## config.mk

```make
export PLATFORM = sky130hd
export DESIGN_NAME = hazard_scoreboard
export DESIGN_NICKNAME = d
export VERILOG_FILES = /design/src/rtl/hazard_scoreboard.sv
export SDC_FILE = /design/constraint.sdc
export NUM_CORES = 1
export LEC_CHECK = 0
export ABC_AREA = 1
export CAP_MARGIN = 20
export CELL_PAD_IN_SITES_DETAIL_PLACEMENT = 1
export CELL_PAD_IN_SITES_GLOBAL_PLACEMENT = 1
export CORE_ASPECT_RATIO = 0.6
export CORE_MARGIN = 2
export CORE_UTILIZATION = 38
export CTS_CLUSTER_DIAMETER = 30
export DETAILED_ROUTE_END_ITERATION = 12
export PLACE_DENSITY_LB_ADDON = 0.1
export SYNTH_ARGS = -nofsm -noshare
export SYNTH_HDL_FRONTEND = slang
export SYNTH_SLANG_ARGS = --single-unit
```

## constraint.sdc

```tcl
create_clock -name clk -period 3 [get_ports clk]
set_input_delay 0.3 -clock clk [delete_from_list [all_inputs] [get_ports clk]]
set_output_delay 0.3 -clock clk [all_outputs]
set_load 0.01 [all_outputs]
```

## src/rtl/hazard_scoreboard.sv

```systemverilog
// ---------------------------------------------------------------------------
// hazard_scoreboard
//
// Pipeline interlock for an in-order core with one multi-cycle FP unit.
// It detects load-use hazards against the EXE-stage load, and RAW/WAW/
// structural hazards against the single long op in flight. It also tracks
// that op until it writes back.
//
// Parameters
//   LAT           latency of the long FP unit, issue edge to write-back (2..15)
//
// Ports
//   clk, rst_n    rising-edge clock, asynchronous active-low reset
//   id_*          ID-stage instruction: sources (addr, file, used), dest
//                 (addr, file, write enable), valid, long-op flag
//   exe_mem_read  EXE holds a load; exe_rd / exe_rd_fp give its destination
//   flush         branch redirect, kills the ID instruction this cycle
//   stall         combinational: freeze PC/IF/ID and bubble EXE
//   lu_busy       registered: long unit occupied (BUSY or DONE)
//   lu_wb_*       registered: long-unit write-back strobe, dest, file select
//   stall_cnt     saturating count of stalled cycles
// ---------------------------------------------------------------------------
module hazard_scoreboard #(
   parameter int LAT = 4
) (
   input  logic        clk,
   input  logic        rst_n,
   input  logic        id_valid,
   input  logic [4:0]  id_rs1,
   input  logic [4:0]  id_rs2,
   input  logic        id_rs1_fp,
   input  logic        id_rs2_fp,
   input  logic        id_rs1_use,
   input  logic        id_rs2_use,
   input  logic [4:0]  id_rd,
   input  logic        id_rd_fp,
   input  logic        id_rd_we,
   input  logic        id_is_long,
   input  logic        exe_mem_read,
   input  logic [4:0]  exe_rd,
   input  logic        exe_rd_fp,
   input  logic        flush,
   output logic        stall,
   output logic        lu_busy,
   output logic        lu_wb_valid,
   output logic [4:0]  lu_wb_rd,
   output logic        lu_wb_fp,
   output logic [15:0] stall_cnt
);

   typedef enum logic [1:0] {IDLE, BUSY, DONE} state_t;

   // BUSY lasts LAT-1 cycles (cnt LAT-2 down to 0), then DONE for one cycle.
   localparam logic [3:0] CNT_INIT = 4'(LAT - 2);

   state_t      state_reg, state_next;
   logic [3:0]  cnt_reg, cnt_next;
   logic [4:0]  pend_rd_reg;
   logic        pend_fp_reg;
   logic        lu_busy_reg;
   logic        lu_wb_valid_reg;
   logic [4:0]  lu_wb_rd_reg;
   logic        lu_wb_fp_reg;
   logic [15:0] stall_cnt_reg;

   logic        not_idle;
   logic        waw_hit;
   logic        hazard;
   logic        issue;

   // Integer x0 is hard-wired zero and never creates a dependency; f0 does.
   function automatic logic reg_match(input logic [4:0] a, input logic a_fp,
                                      input logic [4:0] b, input logic b_fp);
      return (a == b) && (a_fp == b_fp) && !((a == 5'd0) && !a_fp);
   endfunction

   logic [4:0] src_addr [2];
   logic       src_fp   [2];
   logic       src_use  [2];
   logic [1:0] load_hit;
   logic [1:0] raw_hit;

   assign src_addr[0] = id_rs1;
   assign src_addr[1] = id_rs2;
   assign src_fp[0]   = id_rs1_fp;
   assign src_fp[1]   = id_rs2_fp;
   assign src_use[0]  = id_rs1_use;
   assign src_use[1]  = id_rs2_use;

   generate
      for (genvar gi = 0; gi < 2; gi++) begin : g_src
         assign load_hit[gi] = src_use[gi] &&
                               reg_match(src_addr[gi], src_fp[gi], exe_rd, exe_rd_fp);
         assign raw_hit[gi]  = src_use[gi] &&
                               reg_match(src_addr[gi], src_fp[gi], pend_rd_reg, pend_fp_reg);
      end
   endgenerate

   assign not_idle = (state_reg != IDLE);
   assign waw_hit  = id_rd_we && reg_match(id_rd, id_rd_fp, pend_rd_reg, pend_fp_reg);

   // All hazard kinds OR into one stall, so coincident hazards count once.
   // While not IDLE a new long op is always blocked (including in DONE).
   assign hazard = (exe_mem_read && (|load_hit)) ||
                   (not_idle && ((|raw_hit) || waw_hit || id_is_long));
   assign stall  = id_valid && !flush && hazard;
   assign issue  = id_valid && id_is_long && !stall && !flush;

   always_comb begin
      state_next = state_reg;
      cnt_next   = cnt_reg;
      unique case (state_reg)
         IDLE: begin
            if (issue) begin
               state_next = BUSY;
               cnt_next   = CNT_INIT;
            end
         end
         BUSY: begin
            if (cnt_reg == 4'd0) begin
               state_next = DONE;
            end else begin
               cnt_next = cnt_reg - 4'd1;
            end
         end
         DONE: begin
            state_next = IDLE;
         end
         default: begin
            state_next = IDLE;
            cnt_next   = 4'd0;
         end
      endcase
   end

   always_ff @(posedge clk or negedge rst_n) begin
      if (!rst_n) begin
         state_reg       <= IDLE;
         cnt_reg         <= 4'd0;
         pend_rd_reg     <= 5'd0;
         pend_fp_reg     <= 1'b0;
         lu_busy_reg     <= 1'b0;
         lu_wb_valid_reg <= 1'b0;
         lu_wb_rd_reg    <= 5'd0;
         lu_wb_fp_reg    <= 1'b0;
         stall_cnt_reg   <= 16'd0;
      end else begin
         state_reg <= state_next;
         cnt_reg   <= cnt_next;
         if (issue) begin
            pend_rd_reg <= id_rd;
            pend_fp_reg <= id_rd_fp;
         end
         // Outputs are registered from the next state so they line up
         // exactly with the state they describe.
         lu_busy_reg     <= (state_next != IDLE);
         lu_wb_valid_reg <= (state_next == DONE);
         if (state_next == DONE) begin
            lu_wb_rd_reg <= pend_rd_reg;
            lu_wb_fp_reg <= pend_fp_reg;
         end
         if (stall && (stall_cnt_reg != 16'hFFFF)) begin
            stall_cnt_reg <= stall_cnt_reg + 16'd1;
         end
      end
   end

   assign lu_busy     = lu_busy_reg;
   assign lu_wb_valid = lu_wb_valid_reg;
   assign lu_wb_rd    = lu_wb_rd_reg;
   assign lu_wb_fp    = lu_wb_fp_reg;
   assign stall_cnt   = stall_cnt_reg;

endmodule

```

# After elaboration in Yosys (flattened, before gate mapping)
# Index checks and enable logic that the tools add are counted.
# totals
in_bits	33
register_bits	36
# classes
eq_ne	16
reduce_logical	47
bitwise_logic	1
mux	6
n_addsub	2
# op_table
op	n
logical AND 1 bit	26
== test 5 bit	5
adder 16 x 1 -> 16 bit, second input constant	1
inequality test 16 bit, second input constant	1
logical NOT 5 bit	3
one-hot mux 4 bit (3 select lines)	1
logical NOT 1 bit	8
two-way mux 4 bit	2
== test 1 bit	5
== test 2 bit, second input constant	2
logical NOT 4 bit	1
two-way mux 2 bit	2
inequality test 2 bit, second input constant	2
one-hot mux 2 bit (2 select lines)	1
nonzero test 2 bit	2
OR reduction 2 bit	2
subtractor 4 x 1 -> 4 bit, second input constant	1
logical OR 1 bit	3
AND reduction 3 bit	1
== test 2 x 1 -> 1 bit, second input constant	1
logical NOT 2 bit	1
inverter 1 bit	1

# Longest topological paths before layout
# Gate-level depths: netlist of the first run.
# depth
depth_word	17
ltp_mapped	14
ltp_nobuf	13

# Least setup slack after synthesis of the first run
# Ideal clock, no wire load.
# synth_timing
path_kind	reg-to-reg
start	register stall_cnt_reg[0], in the netlist stall_cnt[0]
end	register stall_cnt_reg[10], in the netlist stall_cnt[10]
required_ps	2884
arrival_time_ps	1742
path_stages_with_launch	10
path_buffers	2
path_slack_ps	1142
cell_sequence	dfrtp_1 -> ha_1 -> nand3_4 -> nor2_4 -> nand2_1 -> or3_1 -> buf_6 -> buf_2 -> nand4_1 -> nand2_2
# synth_between
elab_chain_len	2
elab_cells_between_ends	3
# synth_lines
item	line_no	text
from (decl)	64	logic [15:0] stall_cnt_reg;
from (signal assigned)	163	stall_cnt_reg <= stall_cnt_reg + 16'd1;
branches (longest 2 deep; another with adder 16 x 1 -> 16 bit)	n/a	
# Parallel ways; which one is timed is not known.
# A chain may end at the register's enable or synchronous reset.

# Final worst setup path of the first run
# layout_timing
start	input port id_rd[3]
end	output port stall
# layout_between
elab_chain_len	10
elab_cells_between_ends	12
# layout_lines
item	line_no	text
from (decl)	35	input logic [4:0] id_rd,
logical NOT 5 bit	74	return (a == b) && (a_fp == b_fp) && !((a == 5'd0) && !a_fp);
logical AND 1 bit	74	
logical NOT 1 bit	74	
logical AND 1 bit *	74	
logical AND 1 bit *	100	assign waw_hit = id_rd_we && reg_match(id_rd, id_rd_fp, pend_rd_reg, pend_fp_reg);
logical OR 1 bit * (2 in series)	105	(not_idle && ((|raw_hit) || waw_hit || id_is_long));
logical AND 1 bit *	105	
logical OR 1 bit *	104	assign hazard = (exe_mem_read && (|load_hit)) ||
logical AND 1 bit *	106	assign stall = id_valid && !flush && hazard;
to (decl)	43	output logic stall,
# Mark *: on every way between the ends. The rest lies on a longest branch, timed or not.

==> impl_metrics.csv, run 1 <==
group,metric,value,unit
die,die_w,109,um
die,io_pins,58,
clock_network,cts.sinks,36,
pwr,swShare,41.5,%
timing,hold_violations,0,
global_route,grt_pass1_vias,2647,
layout,syn_to_final_growth,29.0,%
pwr,p_int,1140,uW
layout,largest_reg_flops,16,
run,cap_violations,0,
synth,synth_seq_cells,36,
timing,min_period,2620,ps
pwr,p_leak,0.00154,uW
synth,synth_warnings,0,
die,die_h,66.8,um
setup_path,crit_path_max_fanout,3,
setup_path,cp-startpoint,"id_rd[3]",
synth,ys.flop_type,"dfrtp_1",
drt,via_count,2569,
drt,antenna_left,0,
placement,placed_cells,491,
timing,setup_violations,0,
drt,drt_iter0_drc,166,
clock_network,cts_root_buf,"clkbuf_8",
layout,drive_gt1_share,10.4,%
synth,async_reset_ff_share,100,%
synth,synth_top_area_share,36.0,%
placement,gp_congestion,0.883,
die,initial_core_util,40.2,%
setup_path,reg2reg_to,"stall_cnt[10]",
run_status,outcome,"finished, final reports clean",
layout,final_nets,450,
clock_network,cts_hold_buf,0,
clock_network,cts_tree,"yes",
layout,final_common_cell,"nand2_1",
worst_hold_path,hp-class,"in -> async",
drt,dr.pass1.iters,4,
layout,fin_cells,499,
drt,wl_per_cell,16.4,um
synth,syn-num-nets,391,
drt,postRouteWirelength,8180,um
setup_path,worstPathRequired,2700,ps
pwr,ir_drop,0.332,mV
pwr,p_switching,809,uW
die,placeableCoreArea,6220,um2
timing,clock.fmax,0.381,GHz
timing,maxSlewHeadroom,44.3,%
pwr,powerDensity,605,nW/um2
timing,setup_tns,0,ps
setup_path,reg2regPathDepth,8,
die,rows,22,
setup_path,crit_path_end_kind,"primary output",
layout,fillerInstances,830,
placement,portBuffers,57,
synth,yosysSeqAreaShare,36.0,%
timing,grt_setup_unrepaired,"false",
global_route,grt_max_degree,37,
clock_network,clock_latency,300,ps
synth,ys_types,28,
pwr,combPwrFrac,41.0,%
setup_path,r2r_slack,600,ps
global_route,antenna_found_initial,0,
synth,synth.avg_cell_area,7.04,um2
drt,via_per_inst,5.15,
clock_network,numCtsBuffers,5,
layout,diodes,0,
synth,synth_top_area_cell,"dfrtp_1",
clock_network,postCtsResizedCells,0,
placement,dp_hpwl,6280,um
die,dieArea,7260,um2
setup_path,critPathArrivalTime,2320,ps
timing,slew_viol_final,0,
timing,skew,8.18,ps
clock_network,cts_setup_buffers,0,
global_route,grt_use_total,24.9,%
clock_network,clk_pin_slew_worst_paths,80,ps
clock_network,cts_max_path_buffers,2,
synth,synth_area_leaders,"dfrtp_1 36%, nand2_1 15%, nor2_1 5.9%, inv_1 5.6%, nand2_2 5.0%",
global_route,overflow,0,
timing,fin_crit_sh,87.4,%
layout,final_cell_mix,"101 x nand2_1, 56 x clkdlybuf4s50_1, 39 x nor2_1, 37 x inv_1, 36 x dfrtp_1",
setup_path,r2r_start,"stall_cnt[0]",
timing,worst_pin_slew,836,ps
pwr,power_frac_clock,19.8,%
setup_path,path_class,"in -> out",
clock_network,htree_num_levels,2,
setup_path,cp-start-kind,"input port",
synth,synth_cells,355,
synth,syn_area,2500,um2
synth,synth_edf_count,0,
pwr,power_frac_seq,39.2,%
global_route,grt_pass1_wl,13700,um
drt,drc_errors,0,
through the flow:
stage / power, uW / setup slack (ps) / hold WS [ps] / area, um2 / utilization, %
floorplan: 1200 / 1140 / 4.41 / 2500 / -
global placement: 1540 / 390 / 453 / 3130 / 50.3
detailed placement: 1570 / 363 / 454 / 3130 / 50.3
CTS: 1960 / 359 / 130 / 3230 / 51.9
global route: 2100 / 238 / 171 / 3230 / 51.9
finish: 1950 / 377 / 91.2 / 3230 / 51.9
layout make-up:
type | instances | area [um2] | area share [%]
clock buffer | 7 | 86.3 | 2.68
sequential | 36 | 901 | 27.9
timing repair buffer | 59 | 581 | 18.0
multi-input combinational | 267 | 1380 | 42.7
inverter | 45 | 169 | 5.24
clock inverter | 1 | 7.51 | 0.233
tap | 84 | 105 | 3.26
routing by layer:
layer / GRT usage [%] / vias to the layer above / routed length [um]
li1: - / 1248 / -
met1: 37.4 / 1263 / 4460
met2: 36.9 / 49 / 3240
met3: 4.70 / 9 / 419
met4: 5.13 / 0 / 54
met5: 0 / - / 0
cells by family after synthesis:
kind of cell / share of synthesized area (%)
AND/OR/NAND/NOR: 40.6
AO/OA/AOI/OAI: 5.21
XOR/XNOR: 7.71
flip-flops: 36.0
adder cells (fa/ha/maj): 1.50
buffers and inverters: 8.91
power groups by stage:
stage	combinational, uW	sequential [uW]	clock (uW)
after floorplan	442	760	0
after global placement	775	764	0
after detailed placement	800	771	0
after CTS	805	763	390
after global routing	905	785	413
final	799	765	386
worst max path at each step:
stage / endpoint / slack (ps) / depth (start not counted)
final: stall / 380 / 12
after global routing: stall / 240 / 11
after CTS: stall / 360 / 12
after detailed placement: stall / 360 / 12
after global placement: stall / 390 / 12
after floorplan: stall_cnt[10] / 1140 / 9
critical path, cell delays in order:
cell,delay (ps)
clkdlybuf4s50_1,520
inv_1,80
nand2_1,70
nand2_1,60
nor2_1,120
nand3_1,90
nor2_1,110
nor2_1,70
nand2_1,50
nand2_1,100
a21boi_0,190
clkdlybuf4s50_1,570
cells in the mapped netlist, types with 3 or more instances:
library cell  instances
nand4_1              20
nand3_1              20
o21ai_1               6
o21ai_0              10
dfrtp_1              36
nand2_1             101
nand2_2              20
nor3_1                9
a21boi_0              3
buf_2                 3
inv_2                 8
nor2_1               39
xnor2_1               8
inv_1                37
ha_1                  3
a21oi_1               3
xor2_1               14
No activity file was read; power rests on OpenSTA's default activity.
==> inputs of run 2 (changes only) <==
--- a/config.mk
+++ b/config.mk
@@ -14,7 +14,7 @@
 export CORE_UTILIZATION = 38
 export CTS_CLUSTER_DIAMETER = 30
 export DETAILED_ROUTE_END_ITERATION = 12
-export PLACE_DENSITY_LB_ADDON = 0.1
+export PLACE_DENSITY_LB_ADDON = 0.05
 export SYNTH_ARGS = -nofsm -noshare
 export SYNTH_HDL_FRONTEND = slang
 export SYNTH_SLANG_ARGS = --single-unit
==> run 2 against run 1 <==
Compared with the run above: cell count unchanged; hold slack improved by 14 ps; critical path depth unchanged; utilization unchanged; power decreased by 1.0%; critical endpoint unchanged; largest power group unchanged.
==> impl_metrics.csv, run 2 (synthesized netlist as in run 1, its figures left out) <==
group,metric,value,unit
run_status,outcome,"finished, final reports clean",
clock_network,cts_tree,"yes",
pwr,finalPower,1930,uW
pwr,power_frac_clock,19.4,%
placement,portBuffers,57,
setup_path,r2r_slack,680,ps
global_route,grt.met1_usage,36.5,%
pwr,swShare,40.8,%
pwr,p_leak,0.00154,uW
drt,via_per_inst,5.02,
pwr,ir_drop,0.355,mV
setup_path,cp-start-kind,"input port",
pwr,power_frac_seq,39.4,%
pwr,powerDensity,598,nW/um2
setup_path,critPathArrivalTime,2390,ps
layout,drive_gt1_share,10.4,%
global_route,grt_max_degree,37,
timing,setup_violations,0,
global_route,met2_usage,34.1,%
pwr,combPwrFrac,41.2,%
layout,diodes,0,
timing,worst_pin_slew,848,ps
clock_network,clk_pin_slew_worst_paths,80,ps
clock_network,numCtsBuffers,5,
clock_network,cts.sinks,36,
clock_network,cts_max_path_buffers,2,
global_route,grt_pass1_vias,2487,
setup_path,reg2regPathDepth,8,
layout,final_common_cell,"nand2_1",
clock_network,cts_hold_buf,0,
global_route,antenna_found_initial,0,
placement,gp_congestion,0.888,
timing,slew_viol_final,0,
setup_path,reg2reg_to,"stall_cnt[5]",
clock_network,clock_latency,290,ps
layout,final_nets,450,
setup_path,crit_path_max_fanout,3,
setup_path,crit_path_end_kind,"primary output",
clock_network,htree_num_levels,2,
timing,clock.fmax,0.371,GHz
drt,wl_per_cell,15.7,um
drt,dr.pass1.iters,4,
setup_path,critPathSlowestCell,"clkdlybuf4s50_1",
placement,dp_hpwl,6250,um
setup_path,r2r_start,"stall_cnt[0]",
drt,postRouteWirelength,7840,um
timing,skew,10.7,ps
layout,largest_reg_flops,16,
global_route,grt-busiest-layer,"met1",
die,dieArea,7260,um2
layout,final_cell_mix,"101 x nand2_1, 56 x clkdlybuf4s50_1, 39 x nor2_1, 37 x inv_1, 36 x dfrtp_1",
global_route,grtUsageMet3,3.72,%
clock_network,postCtsResizedCells,0,
drt,drc_errors,0,
die,placeableCoreArea,6220,um2
pwr,p_int,1140,uW
timing,grt_setup_unrepaired,"false",
die,initial_core_util,40.2,%
die,rows,22,
timing,fin_crit_sh,89.8,%
timing,hold_violations,0,
die,io_pins,58,
timing,setup_tns,0,ps
global_route,overflow,0,
pwr,p_switching,787,uW
layout,syn_to_final_growth,29.0,%
clock_network,cts_root_buf,"clkbuf_8",
drt,drt_iter0_drc,128,
drt,antenna_left,0,
setup_path,worstPathRequired,2700,ps
setup_path,path_class,"in -> out",
timing,maxSlewHeadroom,43.5,%
worst_hold_path,hp-class,"in -> async",
drt,via_count,2503,
global_route,grt_pass1_wl,13000,um
clock_network,cts_setup_buffers,0,
setup_path,crit_top_cell,"nand2_1",
global_route,grt_use_total,23.5,%
die,die_w,109,um
die,die_h,66.8,um
timing,min_period,2690,ps
setup_path,max_stage_delay,570,ps
run,cap_violations,0,
setup_path,critical_path.cell_chain,"clkdlybuf4s50_1 > inv_1 > nand2_1 > nand2_1 > nor2_1 > nand3_1 > nor2_1 > nor2_1 > nand2_1 > nand2_1 > a21boi_0 > clkdlybuf4s50_1",
==> run 2: power groups by stage <==
stage	Clock, uW	Sequential (uW)	Combinational (uW)
floorplan	0	760	442
global placement	0	760	775
detailed placement	0	768	803
CTS	382	760	808
global route	403	782	901
finish	374	761	795
==> run 2: worst max path at each step <==
stage | start | endpoint | slack, ps | cells past startpoint
detailed placement | id_rs2[2] | stall | 320 | 12
global route | pend_rd_reg[3] | stall | 100 | 11
CTS | id_rd[3] | stall | 310 | 12
finish | id_rd[3] | stall | 310 | 12
global placement | id_rs1[2] | stall | 420 | 12
floorplan | stall_cnt[0] | stall_cnt[10] | 1140 | 9
==> run 2: layer usage <==
metal / part of all wire, % / wire length [um] / up-vias
li1: - / - / 1249
met1: 55 / 4300 / 1191
met2: 39 / 3040 / 56
met3: 5.8 / 453 / 7
met4: 0.68 / 53 / 0
met5: 0 / 0 / -
==> run 2: final cells by class <==
class	count	area (um2)
tap	84	105
clock buffer	7	86.3
multi-input combinational	267	1380
fill	823	3000
sequential	36	901
timing repair buffer	59	581
clock inverter	1	7.51
inverter	45	169
==> run 2: metrics by stage <==
step                cell area, um2  worst slack [ps]  utilization [%]  hold WS, ps  cells
global route                  3230               105             51.9          171    499
finish                        3230               305             51.9          105    499
CTS                           3230               312             51.9          143    499
global placement              3130               418             50.3          469    491
detailed placement            3130               320             50.3          462    491
floorplan                     2500              1140                -         4.41    355
==> run 2: worst max-delay path, delay by kind of cell <==
family / cells / cell delay (ps)
and+or+nand+nor: 8 / 720
buffers and inverters: 3 / 1150
AOI/OAI and AO/OA: 1 / 220
